### src/rtl/multi_cycle_ctrl.sv
// rtl/multi_cycle_ctrl.sv - multi-cycle RICPU control FSM (IF/ID/EX/MEM/WB)
// Optional single-step gating of IF when MCC_STEP_EN is defined.
module multi_cycle_ctrl (
    input  logic       clk,
    input  logic       rst_n,
`ifdef MCC_STEP_EN
    input  logic       step,
`endif
    input  logic [5:0] op_code,
    input  logic [5:0] func,
    input  logic       ZF,
    output logic       PC_Write,
    output logic [1:0] PC_s,
    output logic       IR_Write,
    output logic       Write_Reg,
    output logic       Mem_Write,
    output logic [2:0] ALU_OP,
    output logic       rd_rt_s,
    output logic       imm_s,
    output logic       rt_imm_s,
    output logic       alu_mem_s,
    output logic [2:0] state,
    output logic       instr_done,
    output logic       illegal
);

    typedef enum logic [2:0] {
        S_IF  = 3'd0,
        S_ID  = 3'd1,
        S_EX  = 3'd2,
        S_MEM = 3'd3,
        S_WB  = 3'd4
    } state_t;

    state_t     state_q, state_d;
    logic       illegal_q, illegal_d;
    logic       step_ok;
    logic       dec_ok, is_j, is_beq, is_lw, is_sw;
    logic [2:0] dec_alu;
    logic       dec_rdrt, dec_imm, dec_rtimm;

`ifdef MCC_STEP_EN
    assign step_ok = step;
`else
    assign step_ok = 1'b1;
`endif

    // Instruction decode from the IR fields; valid from ID onward.
    always_comb begin
        dec_ok    = 1'b1;
        is_j      = 1'b0;
        is_beq    = 1'b0;
        is_lw     = 1'b0;
        is_sw     = 1'b0;
        dec_alu   = 3'b000;
        dec_rdrt  = 1'b0;
        dec_imm   = 1'b0;
        dec_rtimm = 1'b0;
        case (op_code)
            6'b000000: begin
                case (func)
                    6'b100000: dec_alu = 3'b100;
                    6'b100010: dec_alu = 3'b101;
                    6'b100100: dec_alu = 3'b000;
                    6'b100101: dec_alu = 3'b001;
                    6'b100110: dec_alu = 3'b010;
                    6'b100111: dec_alu = 3'b011;
                    6'b101011: dec_alu = 3'b110;
                    6'b000100: dec_alu = 3'b111;
                    default:   dec_ok  = 1'b0;
                endcase
            end
            6'b000010: is_j = 1'b1;
            6'b000100: begin
                is_beq  = 1'b1;
                dec_alu = 3'b101;
            end
            6'b100011, 6'b101011: begin
                is_lw     = (op_code == 6'b100011);
                is_sw     = (op_code == 6'b101011);
                dec_alu   = 3'b100;
                dec_imm   = 1'b1;
                dec_rtimm = 1'b1;
            end
            6'b001000: begin
                dec_alu = 3'b100; dec_imm = 1'b1; dec_rdrt = 1'b1; dec_rtimm = 1'b1;
            end
            6'b001100: begin
                dec_alu = 3'b000; dec_rdrt = 1'b1; dec_rtimm = 1'b1;
            end
            6'b001110: begin
                dec_alu = 3'b010; dec_rdrt = 1'b1; dec_rtimm = 1'b1;
            end
            6'b001011: begin
                dec_alu = 3'b110; dec_rdrt = 1'b1; dec_rtimm = 1'b1;
            end
            default: dec_ok = 1'b0;
        endcase
    end

    always_comb begin
        state_d    = state_q;
        illegal_d  = illegal_q;
        PC_Write   = 1'b0;
        PC_s       = 2'b00;
        IR_Write   = 1'b0;
        Write_Reg  = 1'b0;
        Mem_Write  = 1'b0;
        ALU_OP     = 3'b000;
        rd_rt_s    = 1'b0;
        imm_s      = 1'b0;
        rt_imm_s   = 1'b0;
        alu_mem_s  = 1'b0;
        instr_done = 1'b0;
        case (state_q)
            S_IF: begin
                if (step_ok) begin
                    IR_Write = 1'b1;
                    PC_Write = 1'b1;
                    state_d  = S_ID;
                end
            end
            S_ID: begin
                if (is_j) begin
                    PC_Write   = 1'b1;
                    PC_s       = 2'b10;
                    instr_done = 1'b1;
                    state_d    = S_IF;
                end else if (!dec_ok) begin
                    illegal_d  = 1'b1;
                    instr_done = 1'b1;
                    state_d    = S_IF;
                end else begin
                    state_d = S_EX;
                end
            end
            S_EX: begin
                ALU_OP   = dec_alu;
                rd_rt_s  = dec_rdrt;
                imm_s    = dec_imm;
                rt_imm_s = dec_rtimm;
                if (is_beq) begin
                    PC_Write   = ZF;
                    PC_s       = 2'b01;
                    instr_done = 1'b1;
                    state_d    = S_IF;
                end else if (is_lw || is_sw) begin
                    state_d = S_MEM;
                end else begin
                    state_d = S_WB;
                end
            end
            S_MEM: begin
                ALU_OP   = dec_alu;
                rd_rt_s  = dec_rdrt;
                imm_s    = dec_imm;
                rt_imm_s = dec_rtimm;
                if (is_sw) begin
                    Mem_Write  = 1'b1;
                    instr_done = 1'b1;
                    state_d    = S_IF;
                end else begin
                    state_d = S_WB;
                end
            end
            S_WB: begin
                ALU_OP     = dec_alu;
                rd_rt_s    = dec_rdrt | is_lw;
                imm_s      = dec_imm;
                rt_imm_s   = dec_rtimm;
                alu_mem_s  = is_lw;
                Write_Reg  = 1'b1;
                instr_done = 1'b1;
                state_d    = S_IF;
            end
            default: state_d = S_IF;
        endcase
        // Reset masks every enable and select so nothing commits at a reset edge.
        if (!rst_n) begin
            PC_Write   = 1'b0;
            PC_s       = 2'b00;
            IR_Write   = 1'b0;
            Write_Reg  = 1'b0;
            Mem_Write  = 1'b0;
            ALU_OP     = 3'b000;
            rd_rt_s    = 1'b0;
            imm_s      = 1'b0;
            rt_imm_s   = 1'b0;
            alu_mem_s  = 1'b0;
            instr_done = 1'b0;
        end
    end

    always_ff @(posedge clk) begin
        if (!rst_n) begin
            state_q   <= S_IF;
            illegal_q <= 1'b0;
        end else begin
            state_q   <= state_d;
            illegal_q <= illegal_d;
        end
    end

    assign state   = rst_n ? state_q : S_IF;
    assign illegal = illegal_q;

endmodule

### config.mk
export PLATFORM = sky130hd
export DESIGN_NAME = multi_cycle_ctrl
export DESIGN_NICKNAME = d
export VERILOG_FILES = /design/src/rtl/multi_cycle_ctrl.sv
export SDC_FILE = /design/constraint.sdc
export NUM_CORES = 1
export LEC_CHECK = 0
export BUFFER_PORTS_ARGS = -buffer_cell sky130_fd_sc_hd__buf_2
export CELL_PAD_IN_SITES_DETAIL_PLACEMENT = 1
export CELL_PAD_IN_SITES_GLOBAL_PLACEMENT = 2
export CORE_MARGIN = 3
export CORE_UTILIZATION = 22
export CTS_CLUSTER_SIZE = 8
export DETAILED_ROUTE_END_ITERATION = 16
export GPL_TIMING_DRIVEN = 0
export PLACE_DENSITY_LB_ADDON = 0.1
export SLEW_MARGIN = 40
export SYNTH_ARGS = -nofsm -noshare
export SYNTH_HDL_FRONTEND = slang
export SYNTH_SLANG_ARGS = --single-unit
### constraint.sdc
create_clock -name clk -period 1.65 [get_ports clk]
set_clock_uncertainty 0.05 [all_clocks]
set_input_delay 0.165 -clock clk [delete_from_list [all_inputs] [get_ports clk]]
set_output_delay 0.165 -clock clk [all_outputs]
set_load 0.02 [all_outputs]
## After elaboration in Yosys (flattened, before gate mapping)

Index checks and enable logic that the tools add are counted.

- Logic and storage cells: 85
- Input port bits: 15
- Output and inout port bits: 18
- Flip-flop bits (word level): 4

- Reduce and logical (&&, ||, !) cells: 12
- Multiplexer cells: 48
- Bitwise logic cells: 3
- Equal/unequal tests: 20

Operators by type and width:

| operator | count |
|---|---|
| 6-bit == test (second input constant) | 9 |
| 1-bit two-way mux | 30 |
| 6-bit by 4-bit == test with 1-bit output (second input constant) | 4 |
| 3-bit one-hot mux with 7 select lines | 1 |
| 3-bit two-way mux | 6 |
| 8-bit OR reduction | 2 |
| 3-bit one-hot mux with 5 select lines | 1 |
| 6-bit by 3-bit == test with 1-bit output (second input constant) | 2 |
| 3-bit one-hot mux with 4 select lines | 1 |
| 2-bit two-way mux | 4 |
| 3-bit by 2-bit == test with 1-bit output (second input constant) | 2 |
| 6-bit by 2-bit == test with 1-bit output (second input constant) | 1 |
| 6-bit zero test | 1 |
| 3-bit OR reduction | 2 |
| 6-bit OR reduction | 1 |
| 1-bit one-hot mux with 2 select lines | 2 |
| 1-bit one-hot mux with 4 select lines | 1 |
| 2-bit one-hot mux with 2 select lines | 1 |
| 2-bit OR reduction | 2 |
| 4-bit OR reduction | 1 |
| 3-bit by 1-bit == test with 1-bit output (second input constant) | 1 |
| 3-bit == test (second input constant) | 1 |
| 3-bit zero test | 1 |
| 1-bit one-hot mux with 3 select lines | 1 |
| 4 further kinds | 5 |

## Longest topological paths before layout

- Depth in word-level cells: 8
- Gate-level depth with buffers: 6
- Gate-level depth less buffers: 5

## Least setup slack after synthesis

Ideal clock, no wire load.

- Kind: register to output
- Start point: register state_q[1]
- End point: output port imm_s
- Cell stages (with the launch flop): 5
- Required time: 1.435 ns
- Path buffers: 1
- Data arrival time: 1.924 ns
- Slack: -0.489 ns
- Path through: dfxtp_1 clkbuf_1 nor2b_1 o21ai_1 a2111oi_0

- Longest elaborated chain between the ends: 4
- Elaborated cells between the ends (all ways): 6
- Classes of those cells: eq/ne: 3; mux: 2; reduce/logical: 1

RTL lines:

| item | line | RTL |
|---|---|---|
| start, declared | 35 | `state_t state_q, state_d;` |
| start signal, assigned | 199 | `state_q <= state_d;` |
| 3-bit by 2-bit == test with 1-bit output / 3-bit == test (equally long branches) | 115 | `case (state_q)` |
| 3-bit OR reduction (no source line) * | -- |  |
| 1-bit two-way mux * | 115 |  |
| 1-bit two-way mux * | 179 | `if (!rst_n) begin` |
| end, declared | 19 | `output logic imm_s,` |

Mark *: on every way between the ends. The rest lies on a longest branch, timed or not.

## Worst setup path after layout

- Start point: input port op_code[5]
- End point: output port ALU_OP[2]

- Longest elaborated chain between the ends: 5
- Elaborated cells between the ends (all ways): 11
- Classes of those cells: eq/ne: 6; mux: 3; reduce/logical: 2

RTL lines:

| item | line | RTL |
|---|---|---|
| start, declared | 9 | `input logic [5:0] op_code,` |
| 6-bit == test / 6-bit by 4-bit == test with 1-bit output (equally long branches) | 59 | `case (op_code)` |
| 3-bit OR reduction (no source line) | -- |  |
| 3-bit one-hot mux with 5 select lines * | 59 |  |
| 3-bit two-way mux * | 115 |  |
| 3-bit two-way mux * | 179 |  |
| end, declared | 17 | `output logic [2:0] ALU_OP,` |

Marks and branches as above.

==> out/qor.csv <==
stage;metric;value;unit
synth;synth_compound_area_frac;0.322;
pwr;p_leak;0.000486;uW
pwr;switching_share;0.367;
flow_run;cap_violations;0;
final_layout;n_antenna_cell;0;
min_path;min_to;illegal;
critical_path;r2r-end;state_q[1];
critical_path;regToRegSetupSlack;0.56;ns
critical_path;cp_slowest_cell;a2111oi_2;
synth;ys_seq_elements;4;
clocking;cts_made_buffers;3;
die;rows;19;
timing;whs;0.259;ns
timing;setup_violations;4;
outcome;outcome;complete, but fails checks;
critical_path;cp_cell_sequence;buf_8 > nor3_4 > buf_6 > o21ai_2 > a21oi_1 > a31oi_1 > a2111oi_2 > buf_2;
clocking;cts_root_buf;clkbuf_4;
synth;yosys.area.top_type;dfxtp_1;
pwr;peakVddDrop;0.000168;V
synth;synth_seq_area_share;0.118;
die;fp.dieArea;3800;um^2
critical_path;critPathArrivalTime;1.54;ns
global_route;antenna_found_initial;0;
clocking;clock_latency;0.24;ns
synth;synthAdderAreaFrac;0;
timing;finalWorstSetupSlack;-0.108;ns
synth;synth_top_area_share;0.118;
final_layout;nNetsFinal;165;
synth;synthArstFlopShare;0;
synth;avgSynthCellArea;6.42;um^2
critical_path;critPathLaunchType;primary input;
die;ioPinCount;33;
global_route;grt_pass1_vias;881;
synth;synth_top_family_by_area;simple AND/OR/NAND/NOR gates;
place;routabilityCongestion;0.744;
die;core_area;2850;um^2
global_route;grt_overflow;0;
critical_path;worstPathMaxFanout;4;
synth;synth_xor_area_frac;0.0257;
clocking;clk_pin_slew;0.04;ns
detailed_routing;drcViolationCount;0;
synth;synth.mux.area_fraction;0.0147;
synth;yosysMostFrequentCell;nor2_1;
synth;synth-edff-count;0;
timing;worst_pin_slew;0.375;ns
clocking;hold_buffers;0;
die;start_util;0.239;
synth;syn_inst;106;
min_path;hold_path.class;in -> reg;
critical_path;r2r_cells;3;
pwr;p_clk_frac;0.285;
timing;fmax;0.569;GHz
final_layout;syn2layout_area_growth;73.7;%
synth;synth-main-ff-cell;dfxtp_1;
clocking;clock-sinks;4;
detailed_routing;antenna_left;0;
detailed_routing;vias;946;
timing;max-slew-margin-rel;0.749;
synth;syn_nets;121;
place;place_area;881;um^2
die;fp.dieH;61.6;um
global_route;grt_pass1_wl;4.27;mm
min_path;holdPathStages;2;
pwr;seqPwrFrac;0.242;
place;dpl.hpwl;1.96;mm
pwr;p_comb_frac;0.472;
detailed_routing;drtIter0Drc;37;
synth;synth-simple-area-share;0.480;
outcome;failed_checks;setup timing;
final_layout;fin_area;1180;um^2
critical_path;path_class;in -> out;
timing;slew_viol_final;0;
pwr;p_switching;162;uW
clocking;cts-htree-levels;1;
timing;rsz0062_at_grt;yes;
critical_path;worstPathRequired;1.43;ns
detailed_routing;drt-total-wl;2.75;mm
final_layout;drive_gt1_frac;0.500;
detailed_routing;first_pass_iters;4;
synth;syn_area;681;um^2
synth;synth_cell_types;40;
global_route;grt_usage;0.148;
synth;synth_common_cells;11 x nor2_1, 10 x a21oi_1, 10 x nand2_1;
timing;layout_worst_path_cycle_share;1.07;
timing;hold_viol_final;0;
min_path;worstHoldStart;rst_n;
pwr;intPower;279;uW
detailed_routing;viasPerCell;5.28;
die;dieWidth;61.6;um
final_layout;fillCellCount;361;
pwr;power-per-cell-area;373;nW/um^2
clocking;clk_path_buf_depth;2;
timing;post-route-min-period;1.76;ns
clocking;cts_tree;built;
critical_path;crit_path_end_kind;output port;
synth;yosys_warnings;0;
critical_path;r2r-start;state_q[0];
synth;ys_top_cells_by_area;dfxtp_1 12%, a21oi_1 7.4%, and2_1 6.4%;
detailed_routing;wire_per_inst;15.3;um
critical_path;slowest_delay;0.35;ns
global_route;grt_max_degree;11;
place;port_buffers;30;
==> layer usage <==
metal,GRT usage,up-vias,routed length [um]
li1,-,478,-
met1,0.224,442,1320
met2,0.220,24,1290
met3,0.0252,2,133
met4,0.0273,0,8
met5,0,-,0
==> placed cells by master (no fill, tap or decap), types with 4 or more instances in the layout <==
| cell | n |
|---|---|
| buf_2 | 22 |
| and2_1 | 6 |
| buf_6 | 9 |
| buf_4 | 9 |
| nand3_1 | 4 |
| a21oi_1 | 8 |
| nand2_1 | 8 |
| nor2_1 | 9 |
| nand2b_1 | 4 |
==> repair_timing <==
item / in CTS / in global routing
setup buffers: 5 / 5
pin swaps: 6 / 8
hold endpoints to repair: 0 / 0
endpoints found under the setup margin: 12 / 8
gates resized for setup: 33 / 34
==> area by class of cell <==
cell class | instances | area [um^2] | area share
plain buffers | 4 | 35.0 | 0.0296
clock buffers | 3 | 22.5 | 0.0190
inverters | 2 | 7.51 | 0.00635
multi-input cells | 95 | 694 | 0.587
flip-flops and latches | 4 | 85.1 | 0.0720
well taps | 31 | 38.8 | 0.0328
repair buffers | 40 | 299 | 0.253
==> power groups by stage <==
stage | Combinational (uW) | Sequential (uW) | Clock, uW
final | 208 | 107 | 126
after global routing | 228 | 108 | 138
after CTS | 177 | 106 | 132
after detailed placement | 153 | 107 | 0
after global placement | 150 | 107 | 0
after floorplan | 89.4 | 110 | 0
==> logic make-up (layout without fill, tap and decap cells) <==
logic type	count (synthesis)	in the layout
mux	1	1
flops	4	4
compound gates	32	32
xor+xnor	2	2
simple gates	60	60
buf+inv	7	49
==> worst max path at each step <==
stage	from	to	slack (ns)	depth (start not counted)
finish	op_code[5]	ALU_OP[2]	-0.11	8
global route	op_code[5]	ALU_OP[2]	-0.23	8
CTS	func[1]	ALU_OP[2]	-0.12	6
detailed placement	state_q[1]	instr_done	-0.55	7
global placement	state_q[1]	instr_done	-0.55	7
floorplan	op_code[0]	ALU_OP[2]	-0.11	6
==> sequential cells by signal (all words and copies together) (netlist names) <==
signal   flops
illegal      1
state_q      3
==> stage by stage <==
| step | utilization | worst slack, ns | setup TNS (ns) | power, uW | std cells |
|---|---|---|---|---|---|
| after detailed placement | 0.309 | -0.546 | -3.00 | 260 | 167 |
| after floorplan | - | -0.105 | -0.181 | 200 | 106 |
| after CTS | 0.365 | -0.121 | -0.422 | 414 | 174 |
| after global placement | 0.309 | -0.554 | -2.92 | 257 | 167 |
| after global routing | 0.414 | -0.234 | -0.977 | 473 | 179 |
| final | 0.414 | -0.108 | -0.300 | 441 | 179 |
==> worst max-delay path, delay by kind of cell <==
kind	cells	cell delay (ns)
and+or+nand+nor	1	0.27
AOI/OAI and AO/OA	4	0.64
buffers and inverters	3	0.46
No activity file was read; power rests on OpenSTA's default activity.
